## config.mk

```make
export PLATFORM = sky130hd
export DESIGN_NAME = control_sequencer
export DESIGN_NICKNAME = d
export VERILOG_FILES = /design/src/rtl/cpu_defs_pkg.sv /design/src/rtl/opcode_class_decode.sv /design/src/rtl/control_sequencer.sv
export SDC_FILE = /design/constraint.sdc
export NUM_CORES = 1
export LEC_CHECK = 0
export CAP_MARGIN = 0
export CORE_UTILIZATION = 30
export CTS_CLUSTER_SIZE = 8
export DETAILED_ROUTE_END_ITERATION = 12
export PLACE_DENSITY = 0.73
export SYNTH_ARGS = -nofsm -noshare
export SYNTH_HDL_FRONTEND = slang
export SYNTH_HIERARCHICAL = 1
export SYNTH_SLANG_ARGS = --single-unit
```

## constraint.sdc

```tcl
create_clock -name clk -period 3.9 [get_ports clk]
set_input_delay 0.39 -clock clk [delete_from_list [all_inputs] [get_ports clk]]
set_output_delay 0.39 -clock clk [all_outputs]
set_load 0.02 [all_outputs]
```

## src/rtl/cpu_defs_pkg.sv

```systemverilog
// cpu_defs_pkg: opcodes, IR field positions, sequencer states and opcode classes
package cpu_defs_pkg;
    localparam int IR_OP_MSB = 31;
    localparam int IR_OP_LSB = 27;
    localparam int IR_RA_MSB = 26;
    localparam int IR_RA_LSB = 23;
    localparam int IR_RB_MSB = 22;
    localparam int IR_RB_LSB = 19;
    localparam int IR_RC_MSB = 18;
    localparam int IR_RC_LSB = 15;
    localparam int IR_C_MSB  = 18;
    localparam int IR_C_LSB  = 0;
    localparam int OPCODE_W  = IR_OP_MSB - IR_OP_LSB + 1;

    localparam logic [OPCODE_W-1:0] OP_LD   = 5'd0;
    localparam logic [OPCODE_W-1:0] OP_LDI  = 5'd1;
    localparam logic [OPCODE_W-1:0] OP_ST   = 5'd2;
    localparam logic [OPCODE_W-1:0] OP_ADD  = 5'd3;
    localparam logic [OPCODE_W-1:0] OP_SUB  = 5'd4;
    localparam logic [OPCODE_W-1:0] OP_SHR  = 5'd5;
    localparam logic [OPCODE_W-1:0] OP_SHRA = 5'd6;
    localparam logic [OPCODE_W-1:0] OP_SHL  = 5'd7;
    localparam logic [OPCODE_W-1:0] OP_ROR  = 5'd8;
    localparam logic [OPCODE_W-1:0] OP_ROL  = 5'd9;
    localparam logic [OPCODE_W-1:0] OP_AND  = 5'd10;
    localparam logic [OPCODE_W-1:0] OP_OR   = 5'd11;
    localparam logic [OPCODE_W-1:0] OP_ADDI = 5'd12;
    localparam logic [OPCODE_W-1:0] OP_ANDI = 5'd13;
    localparam logic [OPCODE_W-1:0] OP_ORI  = 5'd14;
    localparam logic [OPCODE_W-1:0] OP_MUL  = 5'd15;
    localparam logic [OPCODE_W-1:0] OP_DIV  = 5'd16;
    localparam logic [OPCODE_W-1:0] OP_NEG  = 5'd17;
    localparam logic [OPCODE_W-1:0] OP_NOT  = 5'd18;
    localparam logic [OPCODE_W-1:0] OP_NOP  = 5'b11010;
    localparam logic [OPCODE_W-1:0] OP_HALT = 5'b11011;

    typedef enum logic [3:0] {
        RESET_S, T0, T1, T2, T3, T4, T5, T6, T7, HALT_S
    } state_t;

    typedef enum logic [3:0] {
        CL_ALU3, CL_IMM, CL_MULDIV, CL_UNARY, CL_LDI, CL_LD, CL_ST, CL_NOP, CL_HALT
    } op_class_t;
endpackage

```

## src/rtl/opcode_class_decode.sv

```systemverilog
// opcode_class_decode: maps an opcode to its execute-sequence class
module opcode_class_decode
    import cpu_defs_pkg::*;
(
    input  logic [OPCODE_W-1:0] i_opcode,
    output op_class_t           o_class
);
    always_comb
        o_class = (i_opcode inside {[OP_ADD:OP_OR]})   ? CL_ALU3   :
                  (i_opcode inside {[OP_ADDI:OP_ORI]}) ? CL_IMM    :
                  (i_opcode inside {OP_MUL, OP_DIV})   ? CL_MULDIV :
                  (i_opcode inside {OP_NEG, OP_NOT})   ? CL_UNARY  :
                  (i_opcode == OP_LDI)                 ? CL_LDI    :
                  (i_opcode == OP_LD)                  ? CL_LD     :
                  (i_opcode == OP_ST)                  ? CL_ST     :
                  (i_opcode == OP_HALT)                ? CL_HALT   : CL_NOP;
endmodule

```

## src/rtl/control_sequencer.sv

```systemverilog
// control_sequencer: hardwired Moore control unit stepping fetch and opcode-specific execute T-steps
module control_sequencer
    import cpu_defs_pkg::*;
#(
    parameter int IR_W = 32,
    parameter int OP_W = 5
) (
    input  logic            clk,
    input  logic            clr,
    input  logic [IR_W-1:0] ir,
    input  logic            stop,
    output logic            pc_out,
    output logic            zlo_out,
    output logic            zhi_out,
    output logic            mdr_out,
    output logic            c_out,
    output logic            lo_out,
    output logic            hi_out,
    output logic            mar_enable,
    output logic            z_enable,
    output logic            y_enable,
    output logic            pc_enable,
    output logic            mdr_enable,
    output logic            ir_enable,
    output logic            lo_enable,
    output logic            hi_enable,
    output logic            pc_increment,
    output logic            read,
    output logic            write,
    output logic            gra,
    output logic            grb,
    output logic            grc,
    output logic            r_in,
    output logic            r_out,
    output logic            ba_out,
    output logic [OP_W-1:0] op_code,
    output logic            run
);
    state_t          r_state;
    state_t          w_next;
    state_t          w_last;
    state_t          w_step_next;
    logic            r_stop_pending;
    op_class_t       w_class;
    logic [OP_W-1:0] w_opcode;
    logic            w_unused_ir;

    assign w_opcode    = ir[IR_W-1 -: OP_W];
    assign w_unused_ir = ^ir[IR_W-OP_W-1:0];

    opcode_class_decode u_decode (
        .i_opcode (w_opcode),
        .o_class  (w_class)
    );

    // Final execute step per class; the step after it is T0, or HALT_S on halt/stop
    assign w_last = (w_class == CL_MULDIV)                ? T6 :
                    (w_class == CL_UNARY)                 ? T4 :
                    (w_class inside {CL_LD, CL_ST})       ? T7 :
                    (w_class inside {CL_NOP, CL_HALT})    ? T3 : T5;
    assign w_step_next = (r_state != w_last) ? state_t'(r_state + 4'd1) :
                         (w_class == CL_HALT || r_stop_pending || stop) ? HALT_S : T0;

    always_ff @(posedge clk) begin
        if (clr) begin
            r_state        <= RESET_S;
            r_stop_pending <= 1'b0;
        end else begin
            r_state        <= w_next;
            r_stop_pending <= r_stop_pending | stop;
        end
    end

    always_comb begin
        {pc_out, zlo_out, zhi_out, mdr_out, c_out, lo_out, hi_out} = '0;
        {mar_enable, z_enable, y_enable, pc_enable, mdr_enable, ir_enable, lo_enable, hi_enable} = '0;
        {pc_increment, read, write, gra, grb, grc, r_in, r_out, ba_out} = '0;
        op_code = '0;
        run     = 1'b1;
        w_next  = r_state;
        case (r_state)
            RESET_S: w_next = T0;
            T0: begin pc_out = 1'b1; mar_enable = 1'b1; pc_increment = 1'b1; z_enable = 1'b1; w_next = T1; end
            T1: begin zlo_out = 1'b1; pc_enable = 1'b1; read = 1'b1; mdr_enable = 1'b1; w_next = T2; end
            T2: begin mdr_out = 1'b1; ir_enable = 1'b1; w_next = T3; end
            T3: begin
                w_next = w_step_next;
                case (w_class)
                    CL_ALU3, CL_IMM: begin grb = 1'b1; r_out = 1'b1; y_enable = 1'b1; end
                    CL_MULDIV: begin gra = 1'b1; r_out = 1'b1; y_enable = 1'b1; end
                    CL_UNARY: begin grb = 1'b1; r_out = 1'b1; op_code = w_opcode; z_enable = 1'b1; end
                    CL_LDI, CL_LD, CL_ST: begin grb = 1'b1; ba_out = 1'b1; y_enable = 1'b1; end
                    default: ;
                endcase
            end
            T4: begin
                w_next = w_step_next;
                case (w_class)
                    CL_ALU3: begin grc = 1'b1; r_out = 1'b1; op_code = w_opcode; z_enable = 1'b1; end
                    CL_IMM: begin c_out = 1'b1; op_code = w_opcode; z_enable = 1'b1; end
                    CL_MULDIV: begin grb = 1'b1; r_out = 1'b1; op_code = w_opcode; z_enable = 1'b1; end
                    CL_UNARY: begin zlo_out = 1'b1; gra = 1'b1; r_in = 1'b1; end
                    CL_LDI, CL_LD, CL_ST: begin c_out = 1'b1; op_code = OP_ADD; z_enable = 1'b1; end
                    default: ;
                endcase
            end
            T5: begin
                w_next = w_step_next;
                case (w_class)
                    CL_ALU3, CL_IMM, CL_LDI: begin zlo_out = 1'b1; gra = 1'b1; r_in = 1'b1; end
                    CL_MULDIV: begin zlo_out = 1'b1; lo_enable = 1'b1; end
                    CL_LD, CL_ST: begin zlo_out = 1'b1; mar_enable = 1'b1; end
                    default: ;
                endcase
            end
            T6: begin
                w_next = w_step_next;
                case (w_class)
                    CL_MULDIV: begin zhi_out = 1'b1; hi_enable = 1'b1; end
                    CL_LD: begin read = 1'b1; mdr_enable = 1'b1; end
                    CL_ST: begin gra = 1'b1; r_out = 1'b1; mdr_enable = 1'b1; end
                    default: ;
                endcase
            end
            T7: begin
                w_next = w_step_next;
                case (w_class)
                    CL_LD: begin mdr_out = 1'b1; gra = 1'b1; r_in = 1'b1; end
                    CL_ST: write = 1'b1;
                    default: ;
                endcase
            end
            default: begin run = 1'b0; w_next = HALT_S; end
        endcase
    end
endmodule

```

==> impl_summary.log <==
[metrics] run status: complete, no violations
[metrics] sinks on the clock net: 5
[metrics] Die Span X: 64.31 um
[metrics] number of max-slew violations in the final report: 0
[metrics] detail-routed via count per cell: 5.169
[metrics] clock tree from TritonCTS: yes
[metrics] Bufs on Longest Clock Path: 2
[metrics] Placer Congestion: 0.8033
[metrics] sequential-to-total area share from yosys stat: 0.08593
[metrics] power density over the cells: 466.3 mW/mm^2
[metrics] GRT met2 Usage: 0.2382
[metrics] class of the most critical hold timing path: reg -> reg
[metrics] drt first pass iters: 4
[metrics] Max Cap Viol: 0
[metrics] RSZ-0062 raised after global routing: false
[metrics] number of filler instances in the final layout: 398
[metrics] Buffers on Ports: 35
[metrics] Crit Path Category: in -> out
[metrics] first-pass GRT wire length: 4919 um
[metrics] maximum number of pins on one net before global-route repair: 19
[metrics] most frequent cell after synthesis: sky130_fd_sc_hd__nor2_1
[metrics] Floorplan Core Area: 0.003689 mm^2
[metrics] post-synthesis average cell area: 6.852 um^2
[metrics] number of flip-flops and latches in the synthesized netlist: 5
[metrics] dominant synthesized flop cell: sky130_fd_sc_hd__dfxtp_1
[metrics] die outline area: 0.004136 mm^2
[metrics] number of top-level design ports: 65
[metrics] Post-CTS Resized: 0
[metrics] leakage power figure: 0.5652 nW
[metrics] crit share post-route: 0.9130
[metrics] ratio of cells with drive above 1 in the final layout: 0.1100
[metrics] area added between synthesis and finish: 34.37%
[metrics] number of antenna violations at the first check in global routing: 0
[metrics] Post-Route Skew: 0.0008752 ns
[metrics] fraction of met1 tracks used by global routing: 0.1985
[metrics] Netlist Area Pre-Place: 0.001165 mm^2
[metrics] clock network latency to the later pin of the worst-skew pair: 0.22 ns
[metrics] total number of placement rows: 22
[metrics] synthesized instance count: 170
[metrics] final number of setup-violating endpoints: 0
[metrics] sort of element at the start of the critical path: input port
[metrics] Final Net Count: 240
[metrics] proportion of netlist area held by the largest area contributor: 0.08593
[metrics] most numerous cell types in the synthesized netlist: 21 x sky130_fd_sc_hd__nor2_1, 14 x sky130_fd_sc_hd__a21oi_1, 13 x sky130_fd_sc_hd__o21ai_0
[metrics] async set-reset flop share out of synthesis: 0
[metrics] cell taking the most area after synthesis: sky130_fd_sc_hd__dfxtp_1
[metrics] endpoint kind of the worst setup timing path: output pin
[metrics] final routed wirelength across all metal layers: 3015 um
[metrics] root buf cell: sky130_fd_sc_hd__clkbuf_8
[metrics] remaining antenna violation count after routing: 0
[metrics] starting DRC count in detailed routing: 114
[metrics] initial core utilization: 0.3158
[metrics] Worst Path Required: 3.51 ns
[metrics] die span in y: 64.31 um
[metrics] buffers inserted during post-CTS setup optimization: 0
[metrics] Detailed Place HPWL: 2348 um
[metrics] depth of the CTS H-tree: 1
[metrics] crit path time final: 3.561 ns
[metrics] detail-routed net length per standard cell: 12.16 um
[metrics] Antenna diodes: 0
[metrics] grt total ovfl: 0
[metrics] met3 track demand over resource in global routing: 0.01071
[metrics] GR Util All Layers: 0.1434
[metrics] CP arrival: 3.17 ns
[metrics] worst supply voltage drop on vdd: 301.0 uV
[metrics] number of distinct library cells after synthesis: 51
[metrics] setup tns final: 0 ns
[metrics] fmax: 280.8 MHz
[metrics] EDFF count, synth: 0
[metrics] DRC errors left: 0
[metrics] maximum net fanout on the critical path: 14
[metrics] number of global-route vias before repair: 1098
[metrics] synthesis warning total: 6
[metrics] final total power: 729.8 uW
[metrics] Hold Vio Cnt, Final: 0
[metrics] clock-pin slew on the worst setup and hold paths: 0.03 ns
[metrics] CTS Hold Buffers Added: 0
[metrics] via count: 1282
[metrics] largest cells by area after synthesis: sky130_fd_sc_hd__dfxtp_1 8.6%, sky130_fd_sc_hd__nor2_1 6.8%, sky130_fd_sc_hd__a21oi_1 6.0%, sky130_fd_sc_hd__o21ai_0 5.6%, sky130_fd_sc_hd__ha_1 4.3%
[metrics] cts bufs inserted: 3
[metrics] Top Usage Layer GRT: met2
==> state kept, by name (all words and copies together), names as in the netlist <==
| signal | flops |
|---|---|
| r_state | 4 |
| r_stop_pending | 1 |
==> worst max-delay path, cell delays in order <==
cell                              delay [ns]
sky130_fd_sc_hd__clkdlybuf4s50_1        0.62
sky130_fd_sc_hd__a21boi_0               0.29
sky130_fd_sc_hd__nor3b_1                0.10
sky130_fd_sc_hd__nor3_2                 0.37
sky130_fd_sc_hd__buf_4                  0.29
sky130_fd_sc_hd__nand2b_4               0.09
sky130_fd_sc_hd__a21o_4                 0.22
sky130_fd_sc_hd__o21ai_0                0.17
sky130_fd_sc_hd__clkdlybuf4s50_1        0.64
==> metal layers <==
layer  part of all wire  vias up
met5                  0        -
met4             0.0050        0
met3              0.033        2
met2               0.46       33
met1               0.51      577
li1                   -      670
==> report_power, final <==
part / switching [mW] / total, mW / internal [mW]
logic: 0.294 / 0.532 / 0.238
clock network: 0.0235 / 0.0934 / 0.0700
registers: 0.0367 / 0.104 / 0.0676
total: 0.354 / 0.730 / 0.376
==> layout by cell type, fill, tap and decap left out, types with 2 or more instances in the layout <==
| master | n |
|---|---|
| sky130_fd_sc_hd__inv_1 | 6 |
| sky130_fd_sc_hd__clkbuf_8 | 3 |
| sky130_fd_sc_hd__o31ai_1 | 2 |
| sky130_fd_sc_hd__nor4_1 | 4 |
| sky130_fd_sc_hd__dfxtp_1 | 5 |
| sky130_fd_sc_hd__and3b_1 | 2 |
| sky130_fd_sc_hd__clkdlybuf4s50_1 | 35 |
| sky130_fd_sc_hd__nand2b_1 | 6 |
| sky130_fd_sc_hd__nand2b_4 | 2 |
| sky130_fd_sc_hd__nor2_1 | 21 |
| sky130_fd_sc_hd__nor3_2 | 2 |
| sky130_fd_sc_hd__o21a_1 | 2 |
| sky130_fd_sc_hd__mux2i_1 | 2 |
| sky130_fd_sc_hd__a22o_1 | 2 |
| sky130_fd_sc_hd__and2_1 | 5 |
| sky130_fd_sc_hd__o21ai_1 | 3 |
| sky130_fd_sc_hd__buf_4 | 5 |
| sky130_fd_sc_hd__nor2b_1 | 5 |
| sky130_fd_sc_hd__o21bai_1 | 4 |
| sky130_fd_sc_hd__ha_1 | 4 |
| sky130_fd_sc_hd__nand3_1 | 9 |
| sky130_fd_sc_hd__conb_1 | 2 |
| sky130_fd_sc_hd__nor3_1 | 4 |
| sky130_fd_sc_hd__nand2_1 | 12 |
| sky130_fd_sc_hd__o21ai_0 | 12 |
| sky130_fd_sc_hd__nor3b_2 | 2 |
| sky130_fd_sc_hd__nor3b_1 | 2 |
| sky130_fd_sc_hd__a21oi_1 | 14 |
==> kinds of logic after synthesis <==
family,synth area share
AO/OA/AOI/OAI,0.3104
adder cells (fa/ha/maj),0.04297
buffers and inverters,0.1106
flip-flops,0.08593
multiplexers,0.04619
other,0.003219
AND/OR/NAND/NOR,0.4006
==> metrics by stage <==
step                setup WS, ns  utilization  instance area [um^2]  cells  hold slack (ns)
floorplan                  1.102            -                  1169    171           0.4253
global placement          0.4203       0.4121                  1520    244           0.4508
detailed placement        0.3896       0.4121                  1520    244           0.4660
CTS                       0.3951       0.4244                  1565    248           0.4735
global route              0.1630       0.4244                  1565    248           0.5032
finish                    0.3392       0.4244                  1565    248           0.4718
==> final timing paths <==
path | start | end | slack [ns] | depth (start not counted)
min reg2reg | r_stop_pending | r_stop_pending | 0.47 | 2
min | r_stop_pending | r_stop_pending | 0.47 | 2
max reg2reg | r_state[1] | r_state[1] | 1.84 | 7
max | ir[31] | mar_enable | 0.34 | 9
==> layout make-up <==
class	instances	area (um^2)	area share
clock buffer	4	45.04	0.02878
inverter	6	22.52	0.01439
multi-input combinational	145	949.7	0.6067
sequential	5	100.1	0.06395
tap	48	60.06	0.03837
timing repair buffer	40	387.9	0.2478
No activity file was read; power rests on OpenSTA's default activity.
